$ cat src/rtl/spi_dac_scanner.sv
// spi_dac_scanner: scans enabled DAC channels and shifts one 24-bit SPI frame per channel.
// Ports: clk/reset (sync, active-high), dac_data/ch_en/simul_update in, SPI pins + frame_done/scan_done/busy out.
module spi_dac_scanner #(
  parameter int NCH      = 4,
  parameter int DAC_BITS = 12,
  parameter int CLK_DIV  = 2,
  parameter int CS_GAP   = 2
) (
  input  logic                    clk,
  input  logic                    reset,
  input  logic [NCH*DAC_BITS-1:0] dac_data,
  input  logic [NCH-1:0]          ch_en,
  input  logic                    simul_update,
  output logic                    spi_sck,
  output logic                    spi_sdo,
  output logic                    spi_dac_cs,
  output logic                    frame_done,
  output logic                    scan_done,
  output logic                    busy
);

  localparam int CH_W  = (NCH > 1) ? $clog2(NCH) : 1;
  localparam int PH_W  = (CLK_DIV > 1) ? $clog2(CLK_DIV) : 1;
  localparam int GAP_W = (CS_GAP > 1) ? $clog2(CS_GAP) : 1;
  localparam int FW    = 24;

  typedef enum logic [1:0] {
    S_IDLE,
    S_LATCH,
    S_SHIFT,
    S_GAP
  } state_t;

  state_t                  state_q, state_d;
  logic [NCH*DAC_BITS-1:0] data_q, data_d;
  logic [NCH-1:0]          mask_q, mask_d;
  logic                    simul_q, simul_d;
  logic [CH_W-1:0]         ch_q, ch_d;
  logic                    last_q, last_d;
  logic [FW-1:0]           frame_q, frame_d;
  logic [4:0]              bit_q, bit_d;
  logic [PH_W-1:0]         ph_q, ph_d;
  logic                    half_q, half_d;
  logic [GAP_W-1:0]        gap_q, gap_d;

  logic sck_q, sck_d;
  logic sdo_q, sdo_d;
  logic cs_q, cs_d;
  logic fdone_q, fdone_d;
  logic sdone_q, sdone_d;
  logic busy_q, busy_d;

  // Channel search: lowest live channel in LATCH,
  // next higher shadow channel in GAP.
  logic [NCH-1:0]          src;
  logic [NCH*DAC_BITS-1:0] src_data;
  logic                    src_simul;
  int                      start;
  logic                    hit;
  logic [CH_W-1:0]         hit_ch;
  logic                    hit_last;
  logic [DAC_BITS-1:0]     sample;
  logic [3:0]              cmd;
  logic [15:0]             field;
  logic [FW-1:0]           new_frame;
  logic                    load;

  always_comb begin
    src       = ch_en;
    src_data  = dac_data;
    src_simul = simul_update;
    start     = 0;
    if (state_q == S_GAP) begin
      src       = mask_q;
      src_data  = data_q;
      src_simul = simul_q;
      start     = int'(ch_q) + 1;
    end
    hit    = 1'b0;
    hit_ch = '0;
    for (int i = NCH - 1; i >= 0; i--) begin
      if (src[i] && (i >= start)) begin
        hit    = 1'b1;
        hit_ch = CH_W'(i);
      end
    end
    hit_last = 1'b1;
    for (int i = 0; i < NCH; i++) begin
      if (src[i] && (i > int'(hit_ch))) hit_last = 1'b0;
    end
    sample = src_data[int'(hit_ch)*DAC_BITS +: DAC_BITS];
    if (!src_simul) cmd = 4'b0011;
    else if (hit_last) cmd = 4'b0010;
    else cmd = 4'b0000;
    field     = 16'(sample) << (16 - DAC_BITS);
    new_frame = {cmd, 4'(hit_ch), field};
  end

  always_comb begin
    state_d = state_q;
    data_d  = data_q;
    mask_d  = mask_q;
    simul_d = simul_q;
    ch_d    = ch_q;
    last_d  = last_q;
    frame_d = frame_q;
    bit_d   = bit_q;
    ph_d    = ph_q;
    half_d  = half_q;
    gap_d   = gap_q;
    fdone_d = 1'b0;
    sdone_d = 1'b0;
    load    = 1'b0;

    unique case (state_q)
      S_IDLE: begin
        if (|ch_en) state_d = S_LATCH;
      end
      S_LATCH: begin
        if (hit) begin
          data_d  = dac_data;
          mask_d  = ch_en;
          simul_d = simul_update;
          load    = 1'b1;
          state_d = S_SHIFT;
        end else begin
          state_d = S_IDLE;
        end
      end
      S_SHIFT: begin
        if (ph_q == PH_W'(CLK_DIV - 1)) begin
          ph_d   = '0;
          half_d = ~half_q;
          if (half_q) begin
            frame_d = {frame_q[FW-2:0], 1'b0};
            if (bit_q == 5'd23) begin
              bit_d   = '0;
              gap_d   = '0;
              fdone_d = 1'b1;
              sdone_d = last_q;
              state_d = S_GAP;
            end else begin
              bit_d = bit_q + 5'd1;
            end
          end
        end else begin
          ph_d = ph_q + PH_W'(1);
        end
      end
      S_GAP: begin
        if (gap_q == GAP_W'(CS_GAP - 1)) begin
          if (hit) begin
            load    = 1'b1;
            state_d = S_SHIFT;
          end else if (|ch_en) begin
            state_d = S_LATCH;
          end else begin
            state_d = S_IDLE;
          end
        end else begin
          gap_d = gap_q + GAP_W'(1);
        end
      end
      default: state_d = S_IDLE;
    endcase

    if (load) begin
      ch_d    = hit_ch;
      last_d  = hit_last;
      frame_d = new_frame;
      bit_d   = '0;
      ph_d    = '0;
      half_d  = 1'b0;
    end

    // Pins follow the next state so they line up with state_q.
    cs_d   = (state_d != S_SHIFT);
    sck_d  = (state_d == S_SHIFT) && half_d;
    sdo_d  = (state_d == S_SHIFT) && frame_d[FW-1];
    busy_d = (state_d != S_IDLE);
  end

  always_ff @(posedge clk) begin
    if (reset) begin
      state_q <= S_IDLE;
      data_q  <= '0;
      mask_q  <= '0;
      simul_q <= 1'b0;
      ch_q    <= '0;
      last_q  <= 1'b0;
      frame_q <= '0;
      bit_q   <= '0;
      ph_q    <= '0;
      half_q  <= 1'b0;
      gap_q   <= '0;
      sck_q   <= 1'b0;
      sdo_q   <= 1'b0;
      cs_q    <= 1'b1;
      fdone_q <= 1'b0;
      sdone_q <= 1'b0;
      busy_q  <= 1'b0;
    end else begin
      state_q <= state_d;
      data_q  <= data_d;
      mask_q  <= mask_d;
      simul_q <= simul_d;
      ch_q    <= ch_d;
      last_q  <= last_d;
      frame_q <= frame_d;
      bit_q   <= bit_d;
      ph_q    <= ph_d;
      half_q  <= half_d;
      gap_q   <= gap_d;
      sck_q   <= sck_d;
      sdo_q   <= sdo_d;
      cs_q    <= cs_d;
      fdone_q <= fdone_d;
      sdone_q <= sdone_d;
      busy_q  <= busy_d;
    end
  end

  assign spi_sck    = sck_q;
  assign spi_sdo    = sdo_q;
  assign spi_dac_cs = cs_q;
  assign frame_done = fdone_q;
  assign scan_done  = sdone_q;
  assign busy       = busy_q;

endmodule

$ cat config.mk
export PLATFORM = sky130hd
export DESIGN_NAME = spi_dac_scanner
export DESIGN_NICKNAME = d
export VERILOG_FILES = /design/src/rtl/spi_dac_scanner.sv
export SDC_FILE = /design/constraint.sdc
export NUM_CORES = 1
export LEC_CHECK = 0
export ABC_CLOCK_PERIOD_IN_PS = 7900
export BUFFER_PORTS_ARGS = -buffer_cell sky130_fd_sc_hd__buf_2
export CAP_MARGIN = 20
export CORE_MARGIN = 10
export CORE_UTILIZATION = 33
export CTS_CLUSTER_SIZE = 16
export DETAILED_ROUTE_END_ITERATION = 12
export HOLD_SLACK_MARGIN = 0.12
export PLACE_DENSITY = 0.6
export SKIP_LAST_GASP = 1
export SLEW_MARGIN = 5
export SYNTH_ARGS = -nofsm -noshare
export SYNTH_HDL_FRONTEND = slang
export SYNTH_SLANG_ARGS = --single-unit
$ cat constraint.sdc
create_clock -name clk -period 7.9 [get_ports clk]
set_clock_uncertainty 0.15 [all_clocks]
set_input_delay 0.395 -clock clk [delete_from_list [all_inputs] [get_ports clk]]
set_output_delay 0.395 -clock clk [all_outputs]
set_load 0.01 [all_outputs]
* Word level (Yosys, flattened, before mapping)
Cells that the tools add are included.
** Storage, ports and cells
- Latch bits :: 0
- Memories kept :: 0
- Output and inout bits :: 6
- Bits in writable memories :: 0
- Logic and storage cells :: 112
- Input bits :: 55
- Bits in read-only memories :: 0
- Register bits :: 92
** Operators by class
- $mul :: 1
- Magnitude comparators :: 7
- Bitwise operators :: 4
- Add/sub/neg operators :: 4
- Equal/unequal tests :: 9
- Muxes and demuxes :: 44
- Divide/modulo/power cells :: 0
- Reductions and logical operators :: 23
- Shift-type cells :: 1
** Operators by type and width (count)
- $mux 24 :: 4
- $ge 3x32->1 const A :: 2
- $mux 48 :: 1
- $shiftx 48x7->12 :: 1
- $ge 1x32->1 const A :: 1
- $ge 2x32->1 const A :: 1
- $mux 2 :: 13
- $mux 1 :: 20
- $reduce_bool 2->1 :: 5
- $logic_and 1x1->1 :: 9
- $ne 2x2->1 const B :: 4
- $pmux 2 s4 :: 1
- $reduce_or 4->1 :: 2
- $eq 2x2->1 const B :: 3
- $reduce_and 3->1 :: 2
- $add 5x1->5 const B :: 1
- $eq 5x5->1 const B :: 1
- $mux 5 :: 1
- $reduce_or 5->1 :: 1
- $gt 2x2->1 const A :: 2
- $mul 2x2->4 const B :: 1
- $mux 4 :: 1
- $not 1->1 :: 4
- $pmux 1 s2 :: 2
- 9 further kinds :: 10

* Longest topological paths before layout
- Word-level depth :: 17
- Depth in mapped cells :: 9
- Depth with buffers taken out :: 7

* Worst setup path after synthesis
Ideal clock, no wire load.
- Path type :: register to register
- Start point :: reg ch_q[0]
- End point :: reg frame_q[15]
- Required time :: 7.628 ns
- Path buffers :: 1
- Library setup time :: 0.122 ns
- Stages on the path, launching flop included :: 9
- Setup slack :: 5.432 ns
- Clock period less this slack :: 2.468 ns
- Arrival :: 2.196 ns
- Cell sequence :: dfxtp_1 -> ha_1 -> nor4bb_1 -> or3_1 -> o32a_1 -> or2_0 -> buf_2 -> o311a_1 -> a221o_1
** Between the ends
- Cells in the longest elaborated chain, start to end :: 13
- Elaborated cells between the ends (all ways) :: 28
- Those cells by class :: add/sub (1); mul (1); order compare (4); shift (1); mux (13); reduce/logical (8)
** RTL lines
- start: declaration :: line 38 : logic [CH_W-1:0] ch_q, ch_d;
- start signal: assignment :: line 207 : ch_q <= ch_d;
- $add 2x1->3 * :: line 77 : start = int'(ch_q) + 1;
- $mux 3 * :: line 73 : if (state_q == S_GAP) begin
- branches (longest 11 deep; another with $ge 3x32->1)
- end signal: assignment :: line 209 : frame_q <= frame_d;
- end: declaration :: line 40 : logic [FW-1:0] frame_q, frame_d;
Every way passes the cells marked *.
A chain may end at the register's enable or synchronous reset.

* Final worst setup path
- Start point :: reg state_q[0]
- End point :: reg frame_q[15]
** Between the ends
- Cells in the longest elaborated chain, start to end :: 13
- Elaborated cells between the ends (all ways) :: 32
- Those cells by class :: mul (1); order compare (4); eq/ne (3); shift (1); mux (15); reduce/logical (8)
** RTL lines
- start: declaration :: line 34 : state_t state_q, state_d;
- start signal: assignment :: line 203 : state_q <= state_d;
- branches (longest 13 deep; another with $ge 3x32->1)
Several ways; the timed one is not identified.

==> results.yml <==
run_status:
  outcome: "completed"
worst_setup_path:
  end_kind: "flip-flop"
  ff2ff_path_depth: 7
  cp_cell_sequence: "and2_1, buf_8, mux2i_1, o31a_1, mux2i_1, mux2i_1, a221o_1"
  slowest_delay_ns: 0.80
  worstSetupPathType: "reg2reg"
  r2r-start: "state_q[0]"
  critical_path.startpoint: "state_q[0]"
  crit_required_ns: 7.99
  cp_max_fo: 23
  worst-endpoint-arrival_ns: 3.32
  critPathMostFrequentCell: "mux2i_1"
  startpoint_type: "flip-flop"
  crit_slowest_cell: "o31a_1"
  crit_family: "compound AO/OA/AOI/OAI gates"
  crit_buf_inv: 1
  r2r_setup_slack_ns: 4.67
  timing.rr.end: "frame_q[15]"
clocking:
  cts.clk_slew.worst_paths_ns: 0.07
  cts_hold_buf: 0
  post_cts_resize_count: 0
  cts_buffers: 9
  clk_path_buf_depth: 2
  insertion_delay_ns: 0.35
  post_cts.repair.setup_buffers: 0
  cts.sinks: 92
  htreeDepth: 3
  cts_tree: "built"
  clockRootBuffer: "clkbuf_16"
placed_design:
  placed_cell_area_um2: 4760
  hpwl_um: 8430
  gp_congestion: 0.837
  io_buffers: 60
floorplan:
  start_util_pct: 33.4
  rows: 42
  die_x_um: 135
  die_h_um: 135
  io-pin-count: 61
  dieArea_um2: 18300
  core_um2: 13100
synth:
  synth_top_area_share_pct: 42.0
  synth_cell_types: 50
  synth_seq_cells: 92
  synth_edf_count: 0
  async_flop_share_pct: 0
  yosysTopAreaCell: "dfxtp_1"
  yosys-top-cells-area: "dfxtp_1 (42%), nand2_1 (18%), a21oi_1 (8.2%)"
  yosysWarnings: 0
  syn_inst: 582
  synth_area_um2: 4380
  synth_ff_type: "dfxtp_1"
  seq_area_frac_synth_pct: 42.0
  syn_area_per_cell_um2: 7.53
  synth_fp_nets: 640
grt:
  use_met2_pct: 21.6
  antenna_found_initial: 0
  grt_pass1_wl_um: 20000
  use_met1_pct: 17.0
  grt.overflow.total: 0
  grt_use_total_pct: 13.5
  grt_busiest_layer: "met2"
  met3_usage_pct: 3.00
  grt_pass1_vias: 3931
  grt_max_degree: 81
power_and_ir_drop:
  leakagePower_nw: 2.05
  p_total_mw: 1.17
  power.density_nw_per_um2: 230
  peakVddDrop_uv: 97.9
final_layout:
  register_area_um2: 1840
  antenna_cells: 0
  multi_input_area_um2: 2340
  syn2layout_area_growth_pct: 16.4
  finalNetCount: 672
  fill_cells: 1393
  utilization_pct: 38.8
  stdcell_area_um2: 5100
  drive_gt1_share_pct: 14.4
worst_hold_path:
  whs_endpoint: "data_q[40]"
  min_path_type: "in2reg"
  min-delay-start: "dac_data[40]"
  hold_depth: 3
drt:
  dr.pass1.iters: 7
  antenna_left: 0
  wl_per_cell_um: 15.4
  dr_total_vias: 4165
  viasPerCell: 5.24
  drc: 0
  drt_wl_total_um: 12200
  first_iter_violations: 486
sta:
  final.min_clock_period_ns: 3.23
  finalSetupViolations: 0
  slew_headroom_pct: 27.5
  worst_slew_pin_slew_ns: 1.09
  period_share_pct: 40.9
  fmax_mhz: 309
  rsz0062_at_grt: "no"
  hold_viol_final: 0
  tns_ns: 0
  drv_slew: 0
flow_run:
  maxCapViolCount: 0
## area by class of cell
cell class                      instances  share of cell area, %
Clock inverter                          4                  0.956
Sequential cell                        92                   36.1
Clock buffer                           12                   4.83
Inverter                                5                  0.368
Tap cell                              176                   4.32
Multi-Input combinational cell        439                   45.9
Timing Repair Buffer                   67                   7.53
## worst max-delay path by stage
stage                     cells past startpoint  slack [ns]          end
final                                         7        4.67  frame_q[15]
after global placement                        6        4.14  frame_q[15]
after global routing                          7        4.48  frame_q[15]
after detailed placement                      6        4.20  frame_q[15]
after floorplan                               8        5.43  frame_q[15]
after CTS                                     6        4.10  frame_q[15]
## worst register-to-register path, stage by stage, from the launching register on
cell	delay (ns)
dfxtp_1	0.54
and2_1	0.45
buf_8	0.24
mux2i_1	0.25
o31a_1	0.80
mux2i_1	0.27
mux2i_1	0.11
a221o_1	0.32
## synthesized netlist by cell type, types with 3 or more instances
| master | number |
|---|---|
| and2_1 | 5 |
| a31oi_1 | 14 |
| buf_1 | 5 |
| o21ai_0 | 4 |
| dfxtp_1 | 92 |
| nor4_1 | 3 |
| nor2_1 | 15 |
| nor3_1 | 7 |
| nand2b_1 | 5 |
| a222oi_1 | 20 |
| ha_1 | 3 |
| inv_1 | 5 |
| nand2_1 | 215 |
| clkbuf_1 | 32 |
| mux2i_1 | 19 |
| a21oi_1 | 72 |
| o21a_1 | 13 |
| o31ai_1 | 3 |
| buf_2 | 8 |
| nand3_1 | 6 |
## flip-flops by register name (all words and copies together), names as in the netlist, 2 cells and up
register	flops
mask_q	4
state_q	2
bit_q	5
ch_q	2
frame_q	20
data_q	48
## power by group
part           total (mW)  internal (mW)  switching (mW)
sequential          0.529          0.504          0.0253
combinational       0.212         0.0798           0.132
clock               0.433          0.254           0.179
## placed cells by master (no fill, tap or decap), types with 3 or more instances in the layout
| master | netlist | final |
|---|---|---|
| buf_2 | 8 | 60 |
| nor2_1 | 15 | 15 |
| ha_1 | 3 | 3 |
| clkbuf_16 | 0 | 9 |
| buf_4 | 1 | 4 |
| nor4_1 | 3 | 3 |
| nand2_1 | 215 | 215 |
| nand3_1 | 6 | 6 |
| o21ai_0 | 4 | 4 |
| inv_1 | 5 | 5 |
| a21oi_1 | 72 | 72 |
| nor3_1 | 7 | 7 |
| and2_1 | 5 | 4 |
| o21a_1 | 13 | 13 |
| nand2b_1 | 5 | 5 |
| mux2i_1 | 19 | 19 |
| a31oi_1 | 14 | 14 |
| a222oi_1 | 20 | 20 |
| dfxtp_1 | 92 | 92 |
## kinds of logic (layout without fill, tap and decap cells)
group                      Yosys count  count (layout)  share of synthesized area, %
xor gates and xnor gates             2               2                         0.400
and+or+nand+nor                    271             271                          25.4
adders and majority gates            3               3                         0.857
DFF                                 92              92                          42.0
AOI/OAI and AO/OA                  143             143                          21.8
muxes                               20              20                          4.85
buffers and inverters               51              88                          4.68
## metal layers
metal  part of all wire (%)  vias to the layer above  wire length, um
met2                     46                      125             5630
li1                       -                     2084                -
met5                      0                        -                0
met3                    5.2                       14              640
met1                     47                     1942             5730
met4                    1.9                        0              227
## stage by stage
stage,worst slack [ns],hold slack (ns),std cells
3_5_place_dp,4.20,0.294,777
2_1_floorplan,5.43,0.279,582
4_1_cts,4.10,0.136,793
3_3_place_gp,4.14,0.289,776
5_1_grt,4.48,0.141,795
6_report,4.67,0.141,795
Note: power is estimated with default switching activity, not from simulation.
